**config.mk**
```make
export PLATFORM = sky130hd
export DESIGN_NAME = alu_display_scanner
export DESIGN_NICKNAME = d
export VERILOG_FILES = /design/src/rtl/alu_pkg.sv /design/src/rtl/arithmetic_logic_unit.sv /design/src/rtl/seg_digit_blanker.sv /design/src/rtl/seven_seg_decoder.sv /design/src/rtl/alu_display_scanner.sv
export SDC_FILE = /design/constraint.sdc
export NUM_CORES = 1
export LEC_CHECK = 0
export ABC_AREA = 1
export BUFFER_PORTS_ARGS = -buffer_cell sky130_fd_sc_hd__buf_2
export CAP_MARGIN = 20
export CELL_PAD_IN_SITES_DETAIL_PLACEMENT = 1
export CELL_PAD_IN_SITES_GLOBAL_PLACEMENT = 1
export CORE_ASPECT_RATIO = 0.75
export CORE_MARGIN = 3
export CORE_UTILIZATION = 39
export DETAILED_ROUTE_END_ITERATION = 8
export GPL_ROUTABILITY_DRIVEN = 0
export MAX_ROUTING_LAYER = met4
export PLACE_DENSITY = 0.83
export SLEW_MARGIN = 20
export SYNTH_ARGS = -nofsm -noshare
export SYNTH_HDL_FRONTEND = slang
export SYNTH_SLANG_ARGS = --single-unit
```
**constraint.sdc**
```tcl
create_clock -name clk -period 1.76 [get_ports clk]
set_input_delay 0.176 -clock clk [delete_from_list [all_inputs] [get_ports clk]]
set_output_delay 0.176 -clock clk [all_outputs]
set_load 0.005 [all_outputs]
```
**src/rtl/alu_pkg.sv**
```systemverilog
// Shared ALU operation codes, segment constants and width helpers for the
// ALU result display path.
package alu_pkg;

    localparam logic [3:0] ALU_ADD = 4'b0000;
    localparam logic [3:0] ALU_SUB = 4'b0001;
    localparam logic [3:0] ALU_AND = 4'b0010;
    localparam logic [3:0] ALU_ORR = 4'b0011;

    localparam logic [6:0] SEG_BLANK = 7'b1111111;
    localparam logic [6:0] SEG_ZERO  = 7'b1000000;

    // Index width for a counter over n values; never narrower than one bit.
    function automatic int digit_idx_width(input int n);
        if (n <= 1) begin
            return 1;
        end else begin
            return $clog2(n);
        end
    endfunction

endpackage

```
**src/rtl/arithmetic_logic_unit.sv**
```systemverilog
// Combinational ALU: ADD/SUB/AND/ORR with N/Z/C/V flags.
// Carry on SUB is the inverted borrow (1 = no borrow).
module arithmetic_logic_unit
    import alu_pkg::*;
#(
    parameter int WIDTH = 8
) (
    input  logic [WIDTH-1:0] a,
    input  logic [WIDTH-1:0] b,
    input  logic [3:0]       alu_control,
    output logic [WIDTH-1:0] result,
    output logic             negative,
    output logic             zero,
    output logic             carry_out,
    output logic             overflow
);

    logic [WIDTH:0] w_sum;
    logic [WIDTH:0] w_diff;

    assign w_sum  = {1'b0, a} + {1'b0, b};
    assign w_diff = {1'b0, a} + {1'b0, ~b} + (WIDTH+1)'(1);

    // Operation select and flag generation.
    always_comb begin
        result    = '0;
        carry_out = 1'b0;
        overflow  = 1'b0;
        case (alu_control)
            ALU_ADD: begin
                result    = w_sum[WIDTH-1:0];
                carry_out = w_sum[WIDTH];
                overflow  = (a[WIDTH-1] == b[WIDTH-1]) && (w_sum[WIDTH-1] != a[WIDTH-1]);
            end
            ALU_SUB: begin
                result    = w_diff[WIDTH-1:0];
                carry_out = w_diff[WIDTH];
                overflow  = (a[WIDTH-1] != b[WIDTH-1]) && (w_diff[WIDTH-1] != a[WIDTH-1]);
            end
            ALU_AND: begin
                result = a & b;
            end
            ALU_ORR: begin
                result = a | b;
            end
            default: begin
                result = '0;
            end
        endcase
        negative = result[WIDTH-1];
        zero     = (result == '0);
    end

endmodule

```
**src/rtl/seg_digit_blanker.sv**
```systemverilog
// One display digit: decoded nibble, or all segments off when blanked.
module seg_digit_blanker
    import alu_pkg::*;
(
    input  logic [3:0] nibble,
    input  logic       blank,
    output logic [6:0] seg
);

    logic [6:0] w_decoded;

    seven_seg_decoder u_decoder (
        .nibble (nibble),
        .seg    (w_decoded)
    );

    assign seg = blank ? SEG_BLANK : w_decoded;

endmodule

```
**src/rtl/seven_seg_decoder.sv**
```systemverilog
// Hex nibble to active-low seven-segment pattern, bit0 = a ... bit6 = g.
module seven_seg_decoder
    import alu_pkg::*;
(
    input  logic [3:0] nibble,
    output logic [6:0] seg
);

    // Hex glyph lookup.
    always_comb begin
        seg = SEG_BLANK;
        case (nibble)
            4'h0: seg = 7'b1000000;
            4'h1: seg = 7'b1111001;
            4'h2: seg = 7'b0100100;
            4'h3: seg = 7'b0110000;
            4'h4: seg = 7'b0011001;
            4'h5: seg = 7'b0010010;
            4'h6: seg = 7'b0000010;
            4'h7: seg = 7'b1111000;
            4'h8: seg = 7'b0000000;
            4'h9: seg = 7'b0010000;
            4'hA: seg = 7'b0001000;
            4'hB: seg = 7'b0000011;
            4'hC: seg = 7'b1000110;
            4'hD: seg = 7'b0100001;
            4'hE: seg = 7'b0000110;
            4'hF: seg = 7'b0001110;
            default: seg = SEG_BLANK;
        endcase
    end

endmodule

```
**src/rtl/alu_display_scanner.sv**
```systemverilog
// Registered ALU result/flags with static per-digit and multiplexed
// scanned hex seven-segment outputs, with optional leading-zero blanking.
module alu_display_scanner
    import alu_pkg::*;
#(
    parameter int WIDTH       = 8,
    parameter int REFRESH_DIV = 50000
) (
    input  logic                   clk,
    input  logic                   rst_n,
    input  logic [WIDTH-1:0]       a,
    input  logic [WIDTH-1:0]       b,
    input  logic [3:0]             alu_control,
    input  logic                   load,
    input  logic                   blank_lz,
    output logic [WIDTH-1:0]       result,
    output logic                   negative,
    output logic                   zero,
    output logic                   carry_out,
    output logic                   overflow,
    output logic                   result_valid,
    output logic [7*(WIDTH/4)-1:0] seg_static,
    output logic [6:0]             seg_scan,
    output logic [WIDTH/4-1:0]     digit_en
);

    localparam int DIGITS = WIDTH / 4;
    localparam int IDX_W  = digit_idx_width(DIGITS);
    localparam int PRE_W  = digit_idx_width(REFRESH_DIV);

    if ((WIDTH % 4) != 0 || WIDTH < 4) begin : g_bad_width
        $error("alu_display_scanner: WIDTH must be a positive multiple of 4");
    end
    if (REFRESH_DIV < 1) begin : g_bad_div
        $error("alu_display_scanner: REFRESH_DIV must be at least 1");
    end

    logic [WIDTH-1:0] w_alu_result;
    logic             w_alu_negative;
    logic             w_alu_zero;
    logic             w_alu_carry;
    logic             w_alu_overflow;

    logic [WIDTH-1:0] r_result;
    logic             r_negative;
    logic             r_zero;
    logic             r_carry;
    logic             r_overflow;
    logic             r_valid;
    logic [PRE_W-1:0] r_presc;
    logic [IDX_W-1:0] r_digit_idx;

    logic [6:0]       w_seg_digit [DIGITS];

    arithmetic_logic_unit #(.WIDTH(WIDTH)) u_alu (
        .a           (a),
        .b           (b),
        .alu_control (alu_control),
        .result      (w_alu_result),
        .negative    (w_alu_negative),
        .zero        (w_alu_zero),
        .carry_out   (w_alu_carry),
        .overflow    (w_alu_overflow)
    );

    // Result and flag capture on load; valid pulses the cycle after a load.
    always_ff @(posedge clk or negedge rst_n) begin
        if (!rst_n) begin
            r_result   <= '0;
            r_negative <= 1'b0;
            r_zero     <= 1'b0;
            r_carry    <= 1'b0;
            r_overflow <= 1'b0;
            r_valid    <= 1'b0;
        end else begin
            if (load) begin
                r_result   <= w_alu_result;
                r_negative <= w_alu_negative;
                r_zero     <= w_alu_zero;
                r_carry    <= w_alu_carry;
                r_overflow <= w_alu_overflow;
            end
            r_valid <= load;
        end
    end

    // Refresh prescaler and scan digit index; independent of capture.
    always_ff @(posedge clk or negedge rst_n) begin
        if (!rst_n) begin
            r_presc     <= '0;
            r_digit_idx <= '0;
        end else if (r_presc == PRE_W'(REFRESH_DIV - 1)) begin
            r_presc     <= '0;
            r_digit_idx <= (r_digit_idx == IDX_W'(DIGITS - 1)) ? '0 : r_digit_idx + IDX_W'(1);
        end else begin
            r_presc <= r_presc + PRE_W'(1);
        end
    end

    // A digit above the least significant is blank when it and everything above are zero.
    for (genvar i = 0; i < DIGITS; i++) begin : g_digit
        logic w_blank;
        if (i == 0) begin : g_lsd
            assign w_blank = 1'b0;
        end else begin : g_upper
            assign w_blank = blank_lz & (r_result[WIDTH-1:4*i] == '0);
        end
        seg_digit_blanker u_blanker (
            .nibble (r_result[4*i+3:4*i]),
            .blank  (w_blank),
            .seg    (w_seg_digit[i])
        );
        assign seg_static[7*i+6:7*i] = w_seg_digit[i];
    end

    assign seg_scan     = w_seg_digit[r_digit_idx];
    assign digit_en     = ~(DIGITS'(1) << r_digit_idx);
    assign result       = r_result;
    assign negative     = r_negative;
    assign zero         = r_zero;
    assign carry_out    = r_carry;
    assign overflow     = r_overflow;
    assign result_valid = r_valid;

endmodule

```
==> summary.log <==
INFO  clock_network  htree_levels=2
INFO  route          number_of_vias_after_detailed_routing=3645
INFO  route          wire_per_inst=17.9um
INFO  synth          synth_edf_count=0
INFO  global_routing number_of_antenna_violations_at_the_first_check_in_global_routing=1
INFO  synth          synth_area_leaders=sky130_fd_sc_hd__dfrtp_1 (23%), sky130_fd_sc_hd__nand2_1 (16%), sky130_fd_sc_hd__ha_1 (15%)
INFO  die            row_count=27
INFO  route          routed_wl=12100um
INFO  route          antenna_left=0
INFO  clock_network  worst_setup_hold_path_clk_slew=0.07ns
INFO  sta            max_freq=506MHz
INFO  die            design.die.area=9090um2
INFO  sta            grt_setup_unrepaired=yes
INFO  sta            setup_slack=-0.217ns
INFO  worst_setup_path timing.critical_path.cells=inv_1 -> nand2_1 -> nor2_1 -> a221oi_4 -> nand2_1 -> nand2_1 -> buf_2
INFO  worst_setup_path path_buf_inv=2
INFO  worst_setup_path worstPathArrival=1.80ns
INFO  layout         n_fill_cell=1007
INFO  clock_network  tritoncts=built
INFO  synth          synthesis.area=3110um2
INFO  die            top_level_ports=60
INFO  route          routed_via_density=5.37
INFO  synth          postSynthRegisterBits=29
INFO  worst_setup_path standard_cell_with_the_maximum_stage_delay_on_the_critical_path=sky130_fd_sc_hd__dfrtp_2
INFO  clock_network  clkSinkCount=29
INFO  synth          synth_nets=540
INFO  power_and_ir_drop p_int=1.45mW
INFO  clock_network  cts-root-to-sink-buffers=2
INFO  power_and_ir_drop leakage=2.29nW
INFO  clock_network  tritoncts.num_buffers=5
INFO  synth          synth-main-ff-cell=sky130_fd_sc_hd__dfrtp_1
INFO  synth          postSynthAreaPerCell=6.52um2
INFO  global_routing grt.total_usage=24.1%
INFO  worst_setup_path critPathMostFrequentCell=sky130_fd_sc_hd__nand2_1
INFO  worst_setup_path critPathLaunch=result[2]
INFO  worst_setup_path critPathMaxStageDelay=0.53ns
INFO  route          drt_drc_violations_left=0
INFO  sta            timing.max_slew.rel_slack=54.7%
INFO  worst_setup_path rr_startpoint=r_presc[0]
INFO  run_status     violations_in_the_final_reports=setup timing
INFO  power_and_ir_drop power_density=565nW/um2
INFO  sta            clock-skew-final=0.00341ns
INFO  clock_network  clk_root_buffer_cell=sky130_fd_sc_hd__clkbuf_8
INFO  global_routing grt_max_degree=30
INFO  placement      io_buffers=59
INFO  global_routing grt.met1_usage=31.0%
INFO  run_status     status=finished with violations
INFO  power_and_ir_drop swShare=39.3%
INFO  synth          synth.yosys.warnings=0
INFO  worst_setup_path worst_path_dominant_cell_family=flip-flops
INFO  worst_setup_path crit_fanout=11
INFO  route          detailed_routing_iteration_count_for_the_pre_antenna_repair_pass=4
INFO  worst_setup_path r2r_end=r_presc[12]
INFO  worst_setup_path worst_setup_path_end_kind=primary output
INFO  sta            finalWorstPathRequiredPeriod=1.98ns
INFO  worst_setup_path timing_worst_setup_path_type=reg -> out
INFO  worst_setup_path reg_to_reg_slack_setup=0.15ns
INFO  power_and_ir_drop power_frac_comb=44.9%
INFO  synth          synth_top_area_share=23.3%
INFO  global_routing leftover_overflow_at_the_end_of_global_routing=0
INFO  clock_network  worstSkewPairLatency=0.28ns
INFO  power_and_ir_drop power.sequential.fraction=31.2%
INFO  global_routing gr-usage-met3=4.82%
INFO  die            coreArea=7530um2
INFO  sta            period_share=112%
INFO  power_and_ir_drop power.switching=0.940mW
INFO  global_routing global_route.usage.met2=38.3%
INFO  synth          synthArstFlopShare=100%
INFO  global_routing grt_first_pass_wirelength=17300um
INFO  power_and_ir_drop irDropWorstVdd=0.299mV
INFO  layout         syn_to_final_growth=36.0%
INFO  placement      pre_cts_ws=-0.123ns
INFO  synth          synth_common_cells=sky130_fd_sc_hd__nand2_1 (131), sky130_fd_sc_hd__inv_1 (75), sky130_fd_sc_hd__nand3_1 (49)
INFO  power_and_ir_drop power_frac_clock=23.8%
INFO  global_routing first_global_vias=3625
INFO  synth          yosysUniqueCellTypes=38
INFO  worst_setup_path reg2reg_path_depth=11
INFO  global_routing global_route_layer_with_the_greatest_usage=met2
INFO  sta            worst_pin_slew=0.680ns
INFO  flow_run       cap_violations=0
INFO  layout         share_of_post_route_cells_with_drive_strength_above_1=33.1%
INFO  worst_setup_path worst-path-stages=7
INFO  synth          gate_count_post_synth=477
INFO  sta            final-hold-violation-count=0
INFO  hold_path      worstHoldPathType=in -> reg
INFO  layout         finalNetCount=640
INFO  synth          synth.largest_area_cell=sky130_fd_sc_hd__dfrtp_1
INFO  worst_setup_path worst-endpoint-required=1.58ns
INFO  route          drt_iter0_drc=173
INFO  die            die-width=109um
INFO  worst_setup_path start_kind=register
INFO  layout         layout.core_utilization=56.1%
INFO  synth          synth_most_common_cell=sky130_fd_sc_hd__nand2_1
INFO  sta            setup_violations=16
INFO  synth          ys_seq_area_share=23.3%
INFO  sta            maxSlewViolCount=0
INFO  placement      detailedPlacementHpwl=7620um
INFO  die            die-height=83.3um
INFO  die            effective_utilization_at_floorplan=41.3%
INFO  worst_setup_path worst_setup_path_endpoint=seg_scan[4]
[stage by stage]
step | instance area [um2] | std cells | hold slack (ns) | TNS (ns) | power (mW)
2_1_floorplan | 3110 | 477 | -0.120 | 0 | 1.19
3_3_place_gp | 3640 | 649 | 0.250 | -0.249 | 1.50
3_5_place_dp | 3640 | 649 | 0.255 | -0.528 | 1.54
4_1_cts | 3930 | 666 | 0.129 | -0.614 | 2.19
5_1_grt | 4230 | 679 | 0.145 | -3.09 | 2.53
6_report | 4230 | 679 | 0.142 | -1.59 | 2.39
[power groups by stage]
stage | clock network (mW) | logic [mW] | registers (mW)
2_1_floorplan | 0 | 0.463 | 0.724
3_3_place_gp | 0 | 0.764 | 0.738
3_5_place_dp | 0 | 0.798 | 0.739
4_1_cts | 0.574 | 0.883 | 0.737
5_1_grt | 0.611 | 1.17 | 0.749
6_report | 0.570 | 1.07 | 0.747
[flip-flops by register name (all words and copies together) (netlist names)]
name,count
overflow,1
result,8
result_valid,1
r_presc,16
r_digit_idx,1
carry_out,1
zero,1
[worst register-to-register path, stage by stage (launching register included)]
cell and delay [ns]:
sky130_fd_sc_hd__dfrtp_1 0.39, sky130_fd_sc_hd__ha_2 0.21, sky130_fd_sc_hd__nand2_2 0.08, sky130_fd_sc_hd__nor2_4 0.13
sky130_fd_sc_hd__nand3_2 0.10, sky130_fd_sc_hd__inv_2 0.07, sky130_fd_sc_hd__nand2_2 0.05, sky130_fd_sc_hd__nor2_2 0.11
sky130_fd_sc_hd__nand2_2 0.09, sky130_fd_sc_hd__nor2_2 0.10, sky130_fd_sc_hd__xnor2_1 0.12, sky130_fd_sc_hd__inv_1 0.05
[layer usage]
metal | vias to the layer above | wire, um | part of all wire, %
met5 | - | 0 | 0
met4 | 0 | 416 | 3.4
met3 | 39 | 643 | 5.3
met2 | 124 | 5840 | 48
met1 | 1768 | 5220 | 43
li1 | 1714 | - | -
[how the worst min path moves through the flow]
stage / from / end / slack [ns] / cells past startpoint
final: load / result_valid / 0.14 / 1
after global routing: load / result_valid / 0.14 / 1
after CTS: load / result_valid / 0.13 / 1
after detailed placement: rst_n / result[1] / 0.26 / 1
after global placement: rst_n / result[1] / 0.25 / 1
after floorplan: rst_n / carry_out / -0.12 / 0
[area by class of cell]
type,instances,area [um2],area share [%]
flip-flops and latches,29,732,17.3
multi-input cells,357,2300,54.3
well taps,101,126,2.99
repair buffers,105,673,15.9
diodes,1,2.50,0.0592
clock buffers,7,86.3,2.04
inverters,79,312,7.37
[what timing repair did]
item                                    4_1_cts  5_1_grt
pin swaps                                     8       18
endpoints found under the hold margin        29        0
endpoints found under the setup margin       16       25
gates cloned                                  0        0
resized for setup                            41       56
hold buffers                                  1        0
buffers inserted                              9       12
[cell usage in the layout, fill, tap and decap left out, types with 7 or more instances in the layout]
cell type                  count
sky130_fd_sc_hd__a21oi_1      14
sky130_fd_sc_hd__buf_2        56
sky130_fd_sc_hd__buf_4        43
sky130_fd_sc_hd__dfrtp_1      24
sky130_fd_sc_hd__ha_1         24
sky130_fd_sc_hd__ha_4          9
sky130_fd_sc_hd__inv_1        64
sky130_fd_sc_hd__inv_2         9
sky130_fd_sc_hd__nand2_1     123
sky130_fd_sc_hd__nand2_2      10
sky130_fd_sc_hd__nand3_1      43
sky130_fd_sc_hd__nand3_2       7
sky130_fd_sc_hd__nand3b_1      7
sky130_fd_sc_hd__nor2_1       37
sky130_fd_sc_hd__nor2_2       11
sky130_fd_sc_hd__o21ai_0      12
[cell families (layout without fill, tap and decap cells)]
logic type | count (synthesis) | count (layout) | share of synthesized area [%]
simple gates | 256 | 256 | 36.5
buf+inv | 91 | 191 | 11.8
compound gates | 54 | 54 | 9.94
fa+ha+maj | 39 | 39 | 16.2
flops | 29 | 29 | 23.3
xor+xnor | 8 | 8 | 2.25
other cells | 0 | 1 | 0
(Power assumes the default switching activity.)
